[src/rtl/chunked_serial_adder_if.sv]
// Operand/result handshake bundle for chunked_serial_adder.
// The sub signal exists only when ADDER_SUB_EN is defined.
interface chunked_serial_adder_if #(
  parameter int WIDTH = 16
);
  logic             in_valid;
  logic             in_ready;
  logic [WIDTH-1:0] A;
  logic [WIDTH-1:0] B;
  logic             Ci;
`ifdef ADDER_SUB_EN
  logic             sub;
`endif
  logic             out_valid;
  logic             out_ready;
  logic [WIDTH-1:0] S;
  logic             Co;
  logic             V;

  modport slave (
    input  in_valid, A, B, Ci, out_ready,
`ifdef ADDER_SUB_EN
    input  sub,
`endif
    output in_ready, out_valid, S, Co, V
  );

  modport master (
    output in_valid, A, B, Ci, out_ready,
`ifdef ADDER_SUB_EN
    output sub,
`endif
    input  in_ready, out_valid, S, Co, V
  );
endinterface

[src/rtl/chunked_serial_adder.sv]
// Multi-cycle adder: CHUNK bits per RUN cycle with a registered inter-chunk carry.
// Define ADDER_SUB_EN to add the sub port (A - B via ~B and forced carry-in).
module chunked_serial_adder #(
  parameter int WIDTH = 16,
  parameter int CHUNK = 4
) (
  input  logic                   clk,
  input  logic                   rst_n,
  chunked_serial_adder_if.slave  bus
);
  localparam int N  = WIDTH / CHUNK;
  localparam int CW = (N > 1) ? $clog2(N) : 1;
  localparam logic [CW-1:0] LAST = CW'(N - 1);

  typedef enum logic [1:0] {IDLE, RUN, DONE} state_t;

  state_t           r_state;
  state_t           w_state_next;
  logic [WIDTH-1:0] r_op_a;
  logic [WIDTH-1:0] r_op_b;
  logic [WIDTH-1:0] r_s;
  logic             r_carry;
  logic             r_co;
  logic             r_v;
  logic [CW-1:0]    r_cnt;

  logic             w_accept;
  logic             w_sub;
  logic [WIDTH-1:0] w_b_lat;
  logic             w_cin_lat;
  logic [CHUNK-1:0] w_a;
  logic [CHUNK-1:0] w_b;
  logic [CHUNK-1:0] w_s;
  logic             w_c;
  logic             w_msb_cin;

`ifdef ADDER_SUB_EN
  assign w_sub = bus.sub;
`else
  assign w_sub = 1'b0;
`endif

  assign w_b_lat   = w_sub ? ~bus.B : bus.B;
  assign w_cin_lat = w_sub ? 1'b1 : bus.Ci;
  assign w_accept  = (r_state == IDLE) && bus.in_valid;

  assign w_a = r_op_a[r_cnt*CHUNK +: CHUNK];
  assign w_b = r_op_b[r_cnt*CHUNK +: CHUNK];
  assign {w_c, w_s} = {1'b0, w_a} + {1'b0, w_b} + {{CHUNK{1'b0}}, r_carry};
  // Carry into the chunk MSB recovered from the MSB sum bit (valid for any CHUNK).
  assign w_msb_cin = w_a[CHUNK-1] ^ w_b[CHUNK-1] ^ w_s[CHUNK-1];

  always_ff @(posedge clk) begin
    if (!rst_n) r_state <= IDLE;
    else        r_state <= w_state_next;
  end

  always_comb begin
    w_state_next = r_state;
    case (r_state)
      IDLE:    if (bus.in_valid)   w_state_next = RUN;
      RUN:     if (r_cnt == LAST)  w_state_next = DONE;
      DONE:    if (bus.out_ready)  w_state_next = IDLE;
      default: w_state_next = IDLE;
    endcase
  end

  always_ff @(posedge clk) begin
    if (!rst_n) begin
      r_op_a  <= '0;
      r_op_b  <= '0;
      r_s     <= '0;
      r_carry <= 1'b0;
      r_co    <= 1'b0;
      r_v     <= 1'b0;
      r_cnt   <= '0;
    end else if (w_accept) begin
      r_op_a  <= bus.A;
      r_op_b  <= w_b_lat;
      r_carry <= w_cin_lat;
      r_cnt   <= '0;
    end else if (r_state == RUN) begin
      r_s[r_cnt*CHUNK +: CHUNK] <= w_s;
      r_carry <= w_c;
      if (r_cnt == LAST) begin
        r_co <= w_c;
        r_v  <= w_msb_cin ^ w_c;
      end else begin
        r_cnt <= r_cnt + CW'(1);
      end
    end
  end

  assign bus.in_ready  = (r_state == IDLE);
  assign bus.out_valid = (r_state == DONE);
  assign bus.S         = r_s;
  assign bus.Co        = r_co;
  assign bus.V         = r_v;
endmodule

[src/flat_wrapper.sv]
// flat-port wrapper written by rule: the top's interface ports become plain ports
module chunked_serial_adder_flat 
#(
  parameter int WIDTH = 16,
  parameter int CHUNK = 4
)
  (clk, rst_n, bus_in_valid, bus_A, bus_B, bus_Ci, bus_out_ready, bus_in_ready, bus_out_valid, bus_S, bus_Co, bus_V);
  chunked_serial_adder_if #(.WIDTH(WIDTH)) bus_i ();
  input  logic clk;
  input  logic rst_n;
  input wire logic [$bits(bus_i.in_valid)-1:0] bus_in_valid;
  input wire logic [$bits(bus_i.A)-1:0] bus_A;
  input wire logic [$bits(bus_i.B)-1:0] bus_B;
  input wire logic [$bits(bus_i.Ci)-1:0] bus_Ci;
  input wire logic [$bits(bus_i.out_ready)-1:0] bus_out_ready;
  output wire logic [$bits(bus_i.in_ready)-1:0] bus_in_ready;
  output wire logic [$bits(bus_i.out_valid)-1:0] bus_out_valid;
  output wire logic [$bits(bus_i.S)-1:0] bus_S;
  output wire logic [$bits(bus_i.Co)-1:0] bus_Co;
  output wire logic [$bits(bus_i.V)-1:0] bus_V;
  assign bus_i.in_valid = bus_in_valid;
  assign bus_i.A = bus_A;
  assign bus_i.B = bus_B;
  assign bus_i.Ci = bus_Ci;
  assign bus_i.out_ready = bus_out_ready;
  assign bus_in_ready = bus_i.in_ready;
  assign bus_out_valid = bus_i.out_valid;
  assign bus_S = bus_i.S;
  assign bus_Co = bus_i.Co;
  assign bus_V = bus_i.V;
  chunked_serial_adder #(.WIDTH(WIDTH), .CHUNK(CHUNK)) u_core (.clk(clk), .rst_n(rst_n), .bus(bus_i));
endmodule
[config.mk]
export PLATFORM = sky130hd
export DESIGN_NAME = chunked_serial_adder_flat
export DESIGN_NICKNAME = d
export VERILOG_FILES = /design/src/rtl/chunked_serial_adder_if.sv /design/src/rtl/chunked_serial_adder.sv /design/src/flat_wrapper.sv
export SDC_FILE = /design/constraint.sdc
export NUM_CORES = 1
export LEC_CHECK = 0
export CORE_UTILIZATION = 50
export DETAILED_ROUTE_END_ITERATION = 8
export PLACE_DENSITY_LB_ADDON = 0.2
export SETUP_SLACK_MARGIN = 0.05
export SLEW_MARGIN = 20
export SYNTH_ARGS = -nofsm -noshare
export SYNTH_HDL_FRONTEND = slang
export SYNTH_SLANG_ARGS = --single-unit
[constraint.sdc]
create_clock -name clk -period 3.8 [get_ports clk]
set_clock_uncertainty 0.2 [all_clocks]
set_input_delay 0.57 -clock clk [delete_from_list [all_inputs] [get_ports clk]]
set_output_delay 0.57 -clock clk [all_outputs]
set_load 0.1 [all_outputs]
==> out/results.md <==
| Item | Value | Unit |
|:---|:---|:---|
| Worst skew pair latency | 0.30 | ns |
| Number of nets produced by synthesis | 321 | - |
| Combinational family with the most area after synthesis | simple AND/OR/NAND/NOR gates | - |
| Pwr Density | 349 | nW/µm² |
| Number of antenna violations at the first check in global routing | 0 | - |
| Post-synthesis instance area | 2570 | µm² |
| Min-Delay Path Class | reg2reg | - |
| Maximum clock path buffer count | 2 | - |
| Slew HR | 35.0 | % |
| Routed WL per cell | 12.7 | µm |
| Simple logic cell fraction of the synthesized area | 21.6 | % |
| Post-route fraction of the period consumed by the critical path | 77.6 | % |
| Category of the most critical setup path | reg2reg | - |
| Number of global-route vias before repair | 1,838 | - |
| I/O pin count | 57 | - |
| Maximum number of pins on one net before global-route repair | 36 | - |
| Worst EP arrival | 2.99 | ns |
| Gpl congestion | 0.807 | - |
| Clock slew seen by the registers of the worst setup and hold paths | 0.09 | ns |
| Total Die Area | 5430 | µm² |
| Endpoint class of the critical path | flip-flop | - |
| Largest incremental delay on the critical path | 0.58 | ns |
| Per-instance average area after synthesis | 9.40 | µm² |
| Number of gates resized after cts | 0 | - |
| Final nets | 374 | - |
| Synthesized-area fraction occupied by xor and xnor cells | 1.02 | % |
| Clock buffer count from CTS | 5 | - |
| Post-CTS Hold Buffers | 0 | - |
| Instance count of the mapped netlist | 273 | - |
| Overall global routing resource usage | 20.8 | % |
| # DRC | 0 | - |
| Shortest period the worst path allows | 2.95 | ns |
| Congestion Overflow GR | 0 | - |
| Starting density of the core | 53.3 | % |
| Fraction of layout cells with a size suffix above 1 | 8.56 | % |
| Number of slew-limit violations in the final report | 0 | - |
| H-tree level count | 2 | - |
| Syn-to-layout area delta | 25.8 | % |
| Top fanout value on the critical path | 9 | - |
| Area share of the largest cell type after synthesis | 42.9 | % |
| Met1 layer wirelength in the final routing | 2.35 | mm |
| Count of cells along the worst hold path | 2 | - |
| IO Port Bufs | 56 | - |
| Met2 WL post-DR | 2.39 | mm |
| Number of antenna-violating nets in the routed design | 0 | - |
| Worst slack, placed | 0.845 | ns |
| Vias post-DR | 2,001 | - |
| Number of register bits inferred by synthesis | 55 | - |
| Synth unique cells | 35 | - |
| Multiplexer fraction of the synthesized cell area | 7.80 | % |
| Area of the core region | 4820 | µm² |
| Static leakage | 1.16 | nW |
| CTS tree | yes | - |
| Endpoints failing hold | 0 | - |
| Wire length of the first global-routing pass | 8.68 | mm |
| Most area-consuming cells after synthesis | sky130_fd_sc_hd__dfxtp_1 (43%), sky130_fd_sc_hd__nand2_1 (11%), sky130_fd_sc_hd__mux4_2 (7.0%), sky130_fd_sc_hd__a21boi_0 (6.4%), sky130_fd_sc_hd__ha_1 (4.4%) | - |
| Die height | 73.7 | µm |
| Average vias per placed instance | 5.08 | - |
| Cell-by-cell trace of the critical path | buf_4 -> mux4_2 -> fa_1 -> inv_1 -> fa_1 -> inv_1 -> a22oi_1 -> nor2b_1 | - |
| Largest area contributor in the netlist | sky130_fd_sc_hd__dfxtp_1 | - |
| Cell depth of the worst flop-to-flop path | 8 | - |
| Met3 wire len | 187 | µm |
| Required time at the endpoint of the critical path | 3.84 | ns |
| Critical path's slowest cell | sky130_fd_sc_hd__dfxtp_1 | - |
| Crit start category | flip-flop | - |
| Unrepaired setup endpoints after global routing | no | - |
| Maximum clock frequency | 339 | MHz |
| Die X | 73.7 | µm |
| Aggregate routed wire length | 4.99 | mm |
| Status | finished, final reports clean | - |
| Share of synthesized area occupied by flip-flops and latches | 42.9 | % |
| Setup tns final | 0 | ns |
| Area share of fa/ha/maj cells after synthesis | 5.95 | % |
| Count of antenna diodes in the layout | 0 | - |
| Worst-Margin Slew | 0.972 | ns |
| CTS root buffer | sky130_fd_sc_hd__clkbuf_8 | - |
| Synthesized-area fraction occupied by ao, oa, aoi and oai cells | 16.1 | % |
| Highest layer used for signal routing | met4 | - |
| Drt first-iter violations | 101 | - |
| Maximum vdd ir drop | 0.000230 | V |
| Synth Warn # | 0 | - |
| Setup slack after layout | 0.850 | ns |
| HPWL after detailed placement | 3.74 | mm |
| Max-capacitance violation count | 0 | - |
| Post-CTS setup buffer count | 0 | - |
| FP Rows | 25 | - |
| Clock tree sinks | 55 | - |
| DRT Pass-1 Iters | 4 | - |
| Setup violations, final | 0 | - |
==> Yosys cell counts <==
library cell / count
sky130_fd_sc_hd__nor2b_1: 16
sky130_fd_sc_hd__buf_6: 4
sky130_fd_sc_hd__o21ai_1: 2
sky130_fd_sc_hd__fa_1: 2
sky130_fd_sc_hd__a32oi_1: 1
sky130_fd_sc_hd__nand2b_1: 1
sky130_fd_sc_hd__nand2_1: 77
sky130_fd_sc_hd__a21boi_0: 22
sky130_fd_sc_hd__mux2i_1: 2
sky130_fd_sc_hd__o21ai_0: 4
sky130_fd_sc_hd__o21bai_1: 1
sky130_fd_sc_hd__a21oi_1: 3
sky130_fd_sc_hd__a22oi_1: 12
sky130_fd_sc_hd__buf_2: 4
sky130_fd_sc_hd__nor2_2: 1
sky130_fd_sc_hd__nor2_1: 6
sky130_fd_sc_hd__buf_4: 1
sky130_fd_sc_hd__dfxtp_1: 55
sky130_fd_sc_hd__mux4_2: 8
sky130_fd_sc_hd__inv_1: 6
sky130_fd_sc_hd__and2_1: 2
sky130_fd_sc_hd__nand2b_2: 1
sky130_fd_sc_hd__and3_2: 1
sky130_fd_sc_hd__and3b_2: 1
sky130_fd_sc_hd__or3b_2: 1
sky130_fd_sc_hd__a21boi_1: 10
sky130_fd_sc_hd__xnor2_1: 3
sky130_fd_sc_hd__o21a_1: 2
sky130_fd_sc_hd__clkbuf_1: 6
sky130_fd_sc_hd__ha_1: 9
sky130_fd_sc_hd__a211oi_1: 1
sky130_fd_sc_hd__nand3_1: 4
sky130_fd_sc_hd__nor4_4: 2
sky130_fd_sc_hd__and2b_2: 1
sky130_fd_sc_hd__and4bb_1: 1
==> worst paths after layout <==
kind,to,from,slack (ns)
worst min-delay path,u_core.r_op_b[6]$_SDFFE_PN0P_,u_core.r_op_b[6]$_SDFFE_PN0P_,0.25
worst max-delay path,u_core.bus.S[9]$_SDFFE_PN0P_,u_core.r_cnt[0]$_SDFFE_PP0P_,0.85
worst max register to register,u_core.bus.S[9]$_SDFFE_PN0P_,u_core.r_cnt[0]$_SDFFE_PP0P_,0.85
worst min register to register,u_core.r_op_b[6]$_SDFFE_PN0P_,u_core.r_op_b[6]$_SDFFE_PN0P_,0.25
==> power by group <==
group	total, mW	switching [mW]	internal (mW)
clock	0.305	0.175	0.130
sequential	0.618	0.0169	0.602
combinational	0.203	0.110	0.0938
==> worst max-delay path, delay by kind of cell, from the launching register on <==
kind / cells / cell delay (ns)
muxes: 1 / 0.53
buffers and inverters: 3 / 0.51
and+or+nand+nor: 1 / 0.12
adders and majority gates: 2 / 0.85
AOI/OAI and AO/OA: 1 / 0.10
DFF: 1 / 0.58
==> metrics by stage <==
step / hold slack, ns / utilization, % / instance area (µm²) / total power [mW] / instances
after floorplan: 0.232 / - / 2570 / 0.768 / 273
after detailed placement: 0.245 / 65.5 / 3150 / 0.838 / 386
after global routing: 0.281 / 67.1 / 3230 / 1.19 / 394
after global placement: 0.241 / 65.5 / 3150 / 0.832 / 386
final: 0.254 / 67.1 / 3230 / 1.13 / 394
after CTS: 0.258 / 67.2 / 3240 / 1.14 / 394
==> cells by family after synthesis <==
family / Yosys count
flops: 55
xor+xnor: 3
simple gates: 115
buf+inv: 21
fa+ha+maj: 11
compound gates: 58
mux: 10
==> cells in the final DEF, fill, tap and decap left out, types with 2 or more instances in the layout <==
cell / instances
sky130_fd_sc_hd__clkbuf_1: 2
sky130_fd_sc_hd__dfxtp_1: 55
sky130_fd_sc_hd__nor2b_1: 16
sky130_fd_sc_hd__a21boi_0: 22
sky130_fd_sc_hd__clkdlybuf4s50_1: 55
sky130_fd_sc_hd__a22oi_1: 12
sky130_fd_sc_hd__clkbuf_8: 5
sky130_fd_sc_hd__xnor2_1: 3
sky130_fd_sc_hd__and2_1: 2
sky130_fd_sc_hd__mux4_2: 8
sky130_fd_sc_hd__a21boi_1: 10
sky130_fd_sc_hd__buf_4: 5
sky130_fd_sc_hd__ha_1: 9
sky130_fd_sc_hd__fa_1: 2
sky130_fd_sc_hd__nand2_1: 77
sky130_fd_sc_hd__o21ai_0: 4
sky130_fd_sc_hd__nor4_4: 2
sky130_fd_sc_hd__nand3_1: 4
sky130_fd_sc_hd__mux2i_1: 2
sky130_fd_sc_hd__o21ai_1: 2
sky130_fd_sc_hd__inv_1: 6
sky130_fd_sc_hd__a21oi_1: 3
sky130_fd_sc_hd__nor2_1: 6
sky130_fd_sc_hd__o21a_1: 2
==> state kept, by name (all words and copies together) (netlist names) <==
name,flops
u_core.r_op_b,16
u_core.r_carry,1
u_core.bus.Co,1
u_core.r_op_a,16
u_core.r_state,2
u_core.r_cnt,2
u_core.bus.V,1
u_core.bus.S,16
==> per-layer routing <==
metal / vias up / track usage (%)
met1: 919 / 27.5
li1: 1024 / -
met2: 51 / 34.8
met3: 7 / 4.25
met5: - / 0
met4: 0 / 5.34
==> layout make-up <==
cell class | instances | area, µm²
clock inverters | 1 | 5.00
clock buffers | 7 | 76.3
flip-flops and latches | 55 | 1100
well taps | 67 | 83.8
fillers | 422 | 1590
inverters | 6 | 22.5
repair buffers | 61 | 593
multi-input cells | 197 | 1350
Power figures use the tool's default switching activity.
